<file path="src/rtl/universal_shift_reg_if.sv">
// Bus bundle for universal_shift_reg: control/data in, register state out.
interface universal_shift_reg_if #(
   parameter int WIDTH = 8
);
   logic             En;
   logic [2:0]       Mode;
   logic [WIDTH-1:0] D;
   logic             SerIn;
   logic [WIDTH-1:0] Q;
   logic             SerOut;
   logic             Busy;
   logic             Done;
   logic             Parity;

   modport master (
      output En, Mode, D, SerIn,
      input  Q, SerOut, Busy, Done, Parity
   );

   modport slave (
      input  En, Mode, D, SerIn,
      output Q, SerOut, Busy, Done, Parity
   );
endinterface

</file>
<file path="src/rtl/universal_shift_reg.sv">
// WIDTH-bit universal shift register with burst serializer.
// Optional macro USR_PARITY_EN enables the Parity XOR tree.
module universal_shift_reg #(
   parameter int WIDTH = 8
) (
   input logic                  Clk,
   input logic                  Reset,
   universal_shift_reg_if.slave bus
);
   localparam int CW = $clog2(WIDTH + 1);
   localparam logic [CW-1:0] LAST = CW'(WIDTH - 1);

   typedef enum logic {
      IDLE,
      SHIFT
   } state_t;

   state_t           state_q, state_d;
   logic [WIDTH-1:0] q_q, q_d;
   logic [CW-1:0]    cnt_q, cnt_d;
   logic             busy_q, busy_d;
   logic             done_q, done_d;

   always_ff @(posedge Clk) begin
      if (Reset) begin
         state_q <= IDLE;
         q_q     <= '0;
         cnt_q   <= '0;
         busy_q  <= 1'b0;
         done_q  <= 1'b0;
      end else begin
         state_q <= state_d;
         q_q     <= q_d;
         cnt_q   <= cnt_d;
         busy_q  <= busy_d;
         done_q  <= done_d;
      end
   end

   always_comb begin
      state_d = state_q;
      q_d     = q_q;
      cnt_d   = cnt_q;
      busy_d  = busy_q;
      done_d  = 1'b0;
      if (bus.En) begin
         unique case (state_q)
            IDLE: begin
               unique case (bus.Mode)
                  3'b000: q_d = q_q;
                  3'b001: q_d = bus.D;
                  3'b010: q_d = {q_q[WIDTH-2:0], bus.SerIn};
                  3'b011: q_d = {bus.SerIn, q_q[WIDTH-1:1]};
                  3'b100: q_d = {q_q[WIDTH-2:0], q_q[WIDTH-1]};
                  3'b101: q_d = {q_q[0], q_q[WIDTH-1:1]};
                  3'b110: begin
                     q_d     = bus.D;
                     cnt_d   = '0;
                     state_d = SHIFT;
                     busy_d  = 1'b1;
                  end
                  3'b111: q_d = '0;
                  default: q_d = q_q;
               endcase
            end
            SHIFT: begin
               // Only clear is honoured mid-burst; it aborts without Done.
               if (bus.Mode == 3'b111) begin
                  q_d     = '0;
                  state_d = IDLE;
                  busy_d  = 1'b0;
               end else begin
                  q_d   = {bus.SerIn, q_q[WIDTH-1:1]};
                  cnt_d = cnt_q + 1'b1;
                  if (cnt_q == LAST) begin
                     state_d = IDLE;
                     busy_d  = 1'b0;
                     done_d  = 1'b1;
                  end
               end
            end
            default: state_d = IDLE;
         endcase
      end
   end

   assign bus.Q      = q_q;
   assign bus.SerOut = q_q[0];
   assign bus.Busy   = busy_q;
   assign bus.Done   = done_q;

`ifdef USR_PARITY_EN
   assign bus.Parity = ^q_q;
`else
   assign bus.Parity = 1'b0;
`endif

endmodule
</file>
<file path="src/flat_wrapper.sv">
// flat-port wrapper written by rule: the top's interface ports become plain ports
module universal_shift_reg_flat 
#(
   parameter int WIDTH = 8
)
  (Clk, Reset, bus_En, bus_Mode, bus_D, bus_SerIn, bus_Q, bus_SerOut, bus_Busy, bus_Done, bus_Parity);
  universal_shift_reg_if #(.WIDTH(WIDTH)) bus_i ();
  input logic Clk;
  input logic Reset;
  input wire logic [$bits(bus_i.En)-1:0] bus_En;
  input wire logic [$bits(bus_i.Mode)-1:0] bus_Mode;
  input wire logic [$bits(bus_i.D)-1:0] bus_D;
  input wire logic [$bits(bus_i.SerIn)-1:0] bus_SerIn;
  output wire logic [$bits(bus_i.Q)-1:0] bus_Q;
  output wire logic [$bits(bus_i.SerOut)-1:0] bus_SerOut;
  output wire logic [$bits(bus_i.Busy)-1:0] bus_Busy;
  output wire logic [$bits(bus_i.Done)-1:0] bus_Done;
  output wire logic [$bits(bus_i.Parity)-1:0] bus_Parity;
  assign bus_i.En = bus_En;
  assign bus_i.Mode = bus_Mode;
  assign bus_i.D = bus_D;
  assign bus_i.SerIn = bus_SerIn;
  assign bus_Q = bus_i.Q;
  assign bus_SerOut = bus_i.SerOut;
  assign bus_Busy = bus_i.Busy;
  assign bus_Done = bus_i.Done;
  assign bus_Parity = bus_i.Parity;
  universal_shift_reg #(.WIDTH(WIDTH)) u_core (.Clk(Clk), .Reset(Reset), .bus(bus_i));
endmodule
</file>
<file path="config.mk">
export PLATFORM = sky130hd
export DESIGN_NAME = universal_shift_reg_flat
export DESIGN_NICKNAME = d
export VERILOG_FILES = /design/src/rtl/universal_shift_reg_if.sv /design/src/rtl/universal_shift_reg.sv /design/src/flat_wrapper.sv
export SDC_FILE = /design/constraint.sdc
export NUM_CORES = 1
export LEC_CHECK = 0
export ABC_AREA = 1
export BUFFER_PORTS_ARGS = -buffer_cell sky130_fd_sc_hd__clkbuf_2
export CORE_UTILIZATION = 55
export DETAILED_ROUTE_END_ITERATION = 6
export PLACE_DENSITY = 0.87
export REMOVE_ABC_BUFFERS = 1
export SLEW_MARGIN = 20
export SYNTH_ARGS = -nofsm -noshare
export SYNTH_HDL_FRONTEND = slang
export SYNTH_SLANG_ARGS = --single-unit
</file>
<file path="constraint.sdc">
create_clock -name Clk -period 1.6 [get_ports Clk]
set_input_delay 0.16 -clock Clk [delete_from_list [all_inputs] [get_ports Clk]]
set_output_delay 0.16 -clock Clk [all_outputs]
set_load 0.005 [all_outputs]
</file>
# Yosys cells after proc, flatten, opt, wreduce, memory -nomap -nowiden
# Cells that the tools add are included.
[totals] regBits=15 in_bits=15 output_inout_bits=12
[op_classes] reduce_logical=6 bitwise=2 eq_ne=12 add_sub_neg=1 muxes=15
[op_table] operator="$pmux 8 s6" n=1
[op_table] operator="$pmux 8 s2" n=1
[op_table] operator="$eq 3x3->1 const B" n=4
[op_table] operator="$mux 4" n=2
[op_table] operator="$mux 8" n=1
[op_table] operator="$pmux 4 s2" n=1
[op_table] operator="$mux 1" n=7
[op_table] operator="$eq 3x2->1 const B" n=2
[op_table] operator="$ne 2x2->1 const B" n=3
[op_table] operator="$reduce_and 3->1" n=2
[op_table] operator="$add 4x1->4 const B" n=1
[op_table] operator="$eq 4x3->1 const B" n=1
[op_table] operator="$pmux 1 s2" n=2
[op_table] operator="$reduce_or 4->1" n=1
[op_table] operator="$eq 3x1->1 const B" n=1
[op_table] operator="$logic_not 3->1" n=1
[op_table] operator="$ne 3x3->1 const B" n=1
[op_table] operator="$not 1->1" n=2
[op_table] operator="$reduce_and 2->1" n=1
[op_table] operator="$reduce_or 2->1" n=1

# Logic depth before layout (Yosys ltp)
[logic_depth] depth_word=4 depth_mapped=9 mapped_depth_nobuf=9

# Least setup slack after synthesis
# OpenSTA, ideal clock, no wires.
[synth_timing] path_kind="reg-to-reg" startpoint="reg u_core.state_q" endpoint="reg u_core.cnt_q[2]" n_path_buf=1 arrival_time_ns=0.894 period_less_slack_ns=1.009 path_stages_with_launch=8 setup_time_ns=0.115 slack_ns=0.591 cell_sequence="dfxtp_1 -> inv_1 -> buf_6 -> nand4_1 -> nand2_1 -> clkinv_1 -> nand2_1 -> nor2_1"
[synth_via] elab_chain_cells=3 word_cells_on_any_way=5 cone_classes="2 x eq/ne; 1 x mux; 1 x bitwise; 1 x reduce/logical"
[synth_lines] element="start: declaration" line_no="universal_shift_reg.sv:18" rtl="state_t state_q, state_d;"
[synth_lines] element="start signal: assignment" line_no="universal_shift_reg.sv:32" rtl="state_q <= state_d;"
[synth_lines] element="$not 1->1" line_no="universal_shift_reg.sv:47" rtl="unique case (state_q)"
[synth_lines] element="$ne 2x2->1 (no source line)"
[synth_lines] element="$reduce_and 3->1 (no source line)"
[synth_lines] element="end signal: assignment" line_no="universal_shift_reg.sv:34" rtl="cnt_q <= cnt_d;"
[synth_lines] element="end: declaration" line_no="universal_shift_reg.sv:20" rtl="logic [CW-1:0] cnt_q, cnt_d;"
# Several ways; a longest one is shown, not always the timed one.
# A chain may end at the register's enable or synchronous reset.

# Worst setup path in the final report
[layout_timing] startpoint="reg u_core.state_q" endpoint="reg u_core.q_q[3], in the netlist u_core.bus.Q[3]"
[layout_via] elab_chain_cells=3 word_cells_on_any_way=4 cone_classes="1 x eq/ne; 1 x mux; 1 x bitwise; 1 x reduce/logical"
[layout_lines] element="$not 1->1" line_no="universal_shift_reg.sv:47"
[layout_lines] element="$ne 2x2->1 (no source line)"
[layout_lines] element="$reduce_and 2->1 (no source line)"
[layout_lines] element="end signal: assignment" line_no="universal_shift_reg.sv:33" rtl="q_q <= q_d;"
[layout_lines] element="end: declaration" line_no="universal_shift_reg.sv:19" rtl="logic [WIDTH-1:0] q_q, q_d;"
# Several ways; a longest one is shown, not always the timed one.

==> results.txt <==
The number of inserted diodes was 0; the final-layout setup total negative slack was 0 ns. Synthesized flop and latch total: 15. The tools report the number of hold violations in the final report as 0.

The post-cts repair resize count came out at 0. Measured along the y axis, the die boundary spans 44.50 um. The share of async-settable or async-resettable flops after synthesis works out to 0. The initial antenna violation count is 0, and the clock sink count is 15. The endpoint identified for the worst register-to-register timing path is u_core.bus.Q[3]. The post-synthesis instance area is 993.5 um2, and the worst setup slack for register-to-register paths is 0.26 ns.

The worst hold path was traced through 2 stages. For the source-to-sink clock delay at the later pin of the worst-skew pair, the log shows 0.29 ns. The final RePlAce weighted congestion came out at 0.8690. The final wirelength is 2389 um.

The die covers 1980 um2. Setup repair after global routing left no endpoint under its margin. The count of distinct cell types in the synthesized netlist is 24. Final worst clock skew: 0.001354 ns. Proportion of layout cells with a drive suffix above 1: 0.2614.

The pre-CTS setup slack was 0.2912 ns. The final max-slew violation count was 0. The number of H-tree levels was 1.

Endpoint of the worst hold-timing path: u_core.bus.Busy. For this block, the initial DRC count from the detailed router was 45. The worst min-delay path category is in2reg. For this run, design rule violations remaining after detail routing come to 0. The synthesized area per cell was 6.536 um2.

The global-route usage over all layers came out at 0.2685. Dominant register cell in the synthesized netlist: dfxtp_1. Dividing the detail-routed wire length by the instance count gives 11.95 um. The die is 44.50 um wide. In the routed layout, each cell is associated on average with a via count of 5.560. The tools report the startpoint of the worst register-to-register path as u_core.state_q. The xor/xnor share of the synthesized area is 0, and the number of buffers added by the clock tree synthesis step is 3. For the critical path data arrival time, the log shows 1.52 ns. The synthesized design contains 0 enable-type register cells. Counting along the longest clock path gives a buffer depth of 2.

The final period utilization is 0.8357. The number of cells on the worst reg-to-reg path is 6. For the total via count after detailed routing, the log shows 1112. During placement, the flow inserted port buffers numbering 25. In this run the static leakage power is 0.5493 nW.

Once routing completed, OpenROAD measured the worst setup slack at 0.2629 ns. The path type of the worst setup path was reg2reg. The category of the worst setup path launch point is a flip-flop.

Across the run, the number of max-cap violations was 0. Share of cell area taken by muxes after synthesis: 0. The synthesized design spends more area on one cell type than any other, namely dfxtp_1. For the peak clock frequency supported by timing, the log shows 747.9 MHz. Compared with the post-synthesis result, the final layout area differs by 14.11%. Yosys attributes the largest share of cell area to dfxtp_1 30%, nand2_1 12%, nand3_1 11%. The core region is 1594 um2. The tools report the category of the worst setup path capture point as a flip-flop. The worst hold path begins at Reset. Total iterations of the first detailed-routing run: 4.

Counting I/O delays and the setup requirement, the final critical path takes 1.337 ns. STA puts the critical path data required time at 1.79 ns. The compound-cell area share of the yosys netlist was 0.1574. Clock transition at the registers of the reported paths: 0.09 ns.

TritonCTS built the clock tree. In this run the core area contains 14 standard-cell rows. Entering global routing, the biggest net connects 15 pins. For this run, the number of Yosys warnings is 0. The first global-routing pass estimated 3960 um of wire. Setup violations remaining at the end of the flow were counted as 0. Detailed placement finished with a half-perimeter wire length of 1779 um. For the effective utilization at floorplan, the log shows 0.6232. The cell count after synthesis came out at 152. The global-route congestion overflow total is 0. The top-level I/O count was 27. For the count of buffers added by post-CTS timing repair for setup, the log shows 0. The flow ran to the end, and the final reports show no timing, DRC or antenna violations. Total of hold buffers inserted after clock tree synthesis: 0. Basic-gate share of the synthesized area counting and, or, nand and nor cells: 0.4194. Proportion of synthesized chip area in sequential cells: 0.3023.

The power per cell area works out to 729.4 nW/um2. After the last flow step, the layout net total stands at 193. The area share of fa/ha/maj cells after synthesis was 0.01259; the via count of the first global-routing pass was 969.

The tree is rooted in a clkbuf_4. After synthesis, the largest family of logic cells by area is simple AND/OR/NAND/NOR gates. Along the worst path, the maximum fanout reaches 11. The area fraction of the dominant cell type after synthesis was 0.3023. The tools report the count of nets left with antenna violations after detail routing as 0. Across the VDD grid, the largest voltage drop is 0.6270 mV.
logic make-up (layout without fill, tap and decap cells):
logic type / after synthesis / in the layout
DFF: 15 / 15
adders and majority gates: 1 / 1
buffers and inverters: 20 / 44
and+or+nand+nor: 84 / 84
AOI/OAI and AO/OA: 31 / 31
other: 1 / 1
state kept, by name, summed over array words and instances (netlist names):
register and flops:
u_core.bus.Busy 1, u_core.bus.Done 1, u_core.cnt_q 4, u_core.state_q 1, u_core.bus.Q 8
where the power goes:
group / switching, mW / total [mW] / internal (mW)
sequential: 0.0271 / 0.419 / 0.392
clock: 0.125 / 0.219 / 0.0931
combinational: 0.117 / 0.189 / 0.0716
worst max-delay path, cell delays in order, from the launching register on:
cell,delay [ns]
dfxtp_1,0.36
inv_1,0.27
nand3_2,0.12
nand2_2,0.17
inv_2,0.09
o21ai_0,0.17
a21oi_1,0.06
Yosys cell counts, types with 4 or more instances:
cell type,instances
nand2_1,31
nand3_1,22
a21oi_1,20
dfxtp_1,15
nand4_1,9
nor2_1,9
inv_1,8
o21ai_0,8
nand2_2,7
inv_2,4
per-stage QoR:
step / instance area (um2) / util / instances / hold slack (ns) / total power [mW]
after floorplan: 950.9 / - / 147 / 0.2291 / 0.5360
after global placement: 1106 / 0.6939 / 196 / 0.3736 / 0.6070
after detailed placement: 1106 / 0.6939 / 196 / 0.3812 / 0.6129
after CTS: 1134 / 0.7111 / 200 / 0.06497 / 0.8273
after global routing: 1134 / 0.7111 / 200 / 0.07671 / 0.8755
final: 1134 / 0.7111 / 200 / 0.06924 / 0.8269
area by class of cell:
cell class              instances  area, um2
well taps                      24      30.03
fillers                       146      460.4
inverters                      15      61.31
flip-flops and latches         15      300.3
multi-input cells             117      589.3
clock inverters                 1      5.005
repair buffers                 25      125.1
clock buffers                   3      22.52
how the worst max path moves through the flow:
stage                   startpoint              end  slack, ns  cells after the start
detailed placement  u_core.state_q  u_core.bus.Q[3]       0.29                      6
finish              u_core.state_q  u_core.bus.Q[3]       0.26                      6
global placement    u_core.state_q  u_core.bus.Q[7]       0.35                      6
floorplan           u_core.state_q  u_core.bus.Q[1]       0.46                      6
global route        u_core.state_q  u_core.bus.Q[4]       0.16                      6
CTS                 u_core.state_q  u_core.bus.Q[3]       0.28                      6
metal layers:
layer	wire length, um	share of wire	GRT usage
met4	34	0.014	0.1030
met3	120	0.050	0.06122
met1	1084	0.45	0.3474
met2	1150	0.48	0.4324
met5	0	0	0
cell usage in the layout, fill, tap and decap left out:
cell,Yosys,layout
inv_2,4,4
nand2_4,2,2
conb_1,1,1
nor2_1,9,9
dfxtp_1,15,15
nand2_1,31,31
nand3b_1,1,1
clkbuf_2,0,25
a21oi_1,20,20
nor3_1,1,1
a31oi_1,1,1
nor2_4,1,1
o21ai_1,2,2
nand4_1,9,9
nand3_1,22,22
nand3_2,1,1
nand2_2,7,7
o21ai_0,8,8
ha_1,1,1
clkinv_1,1,1
inv_4,2,2
clkbuf_4,0,3
clkinv_2,0,1
inv_1,8,8
(Power assumes the default switching activity.)
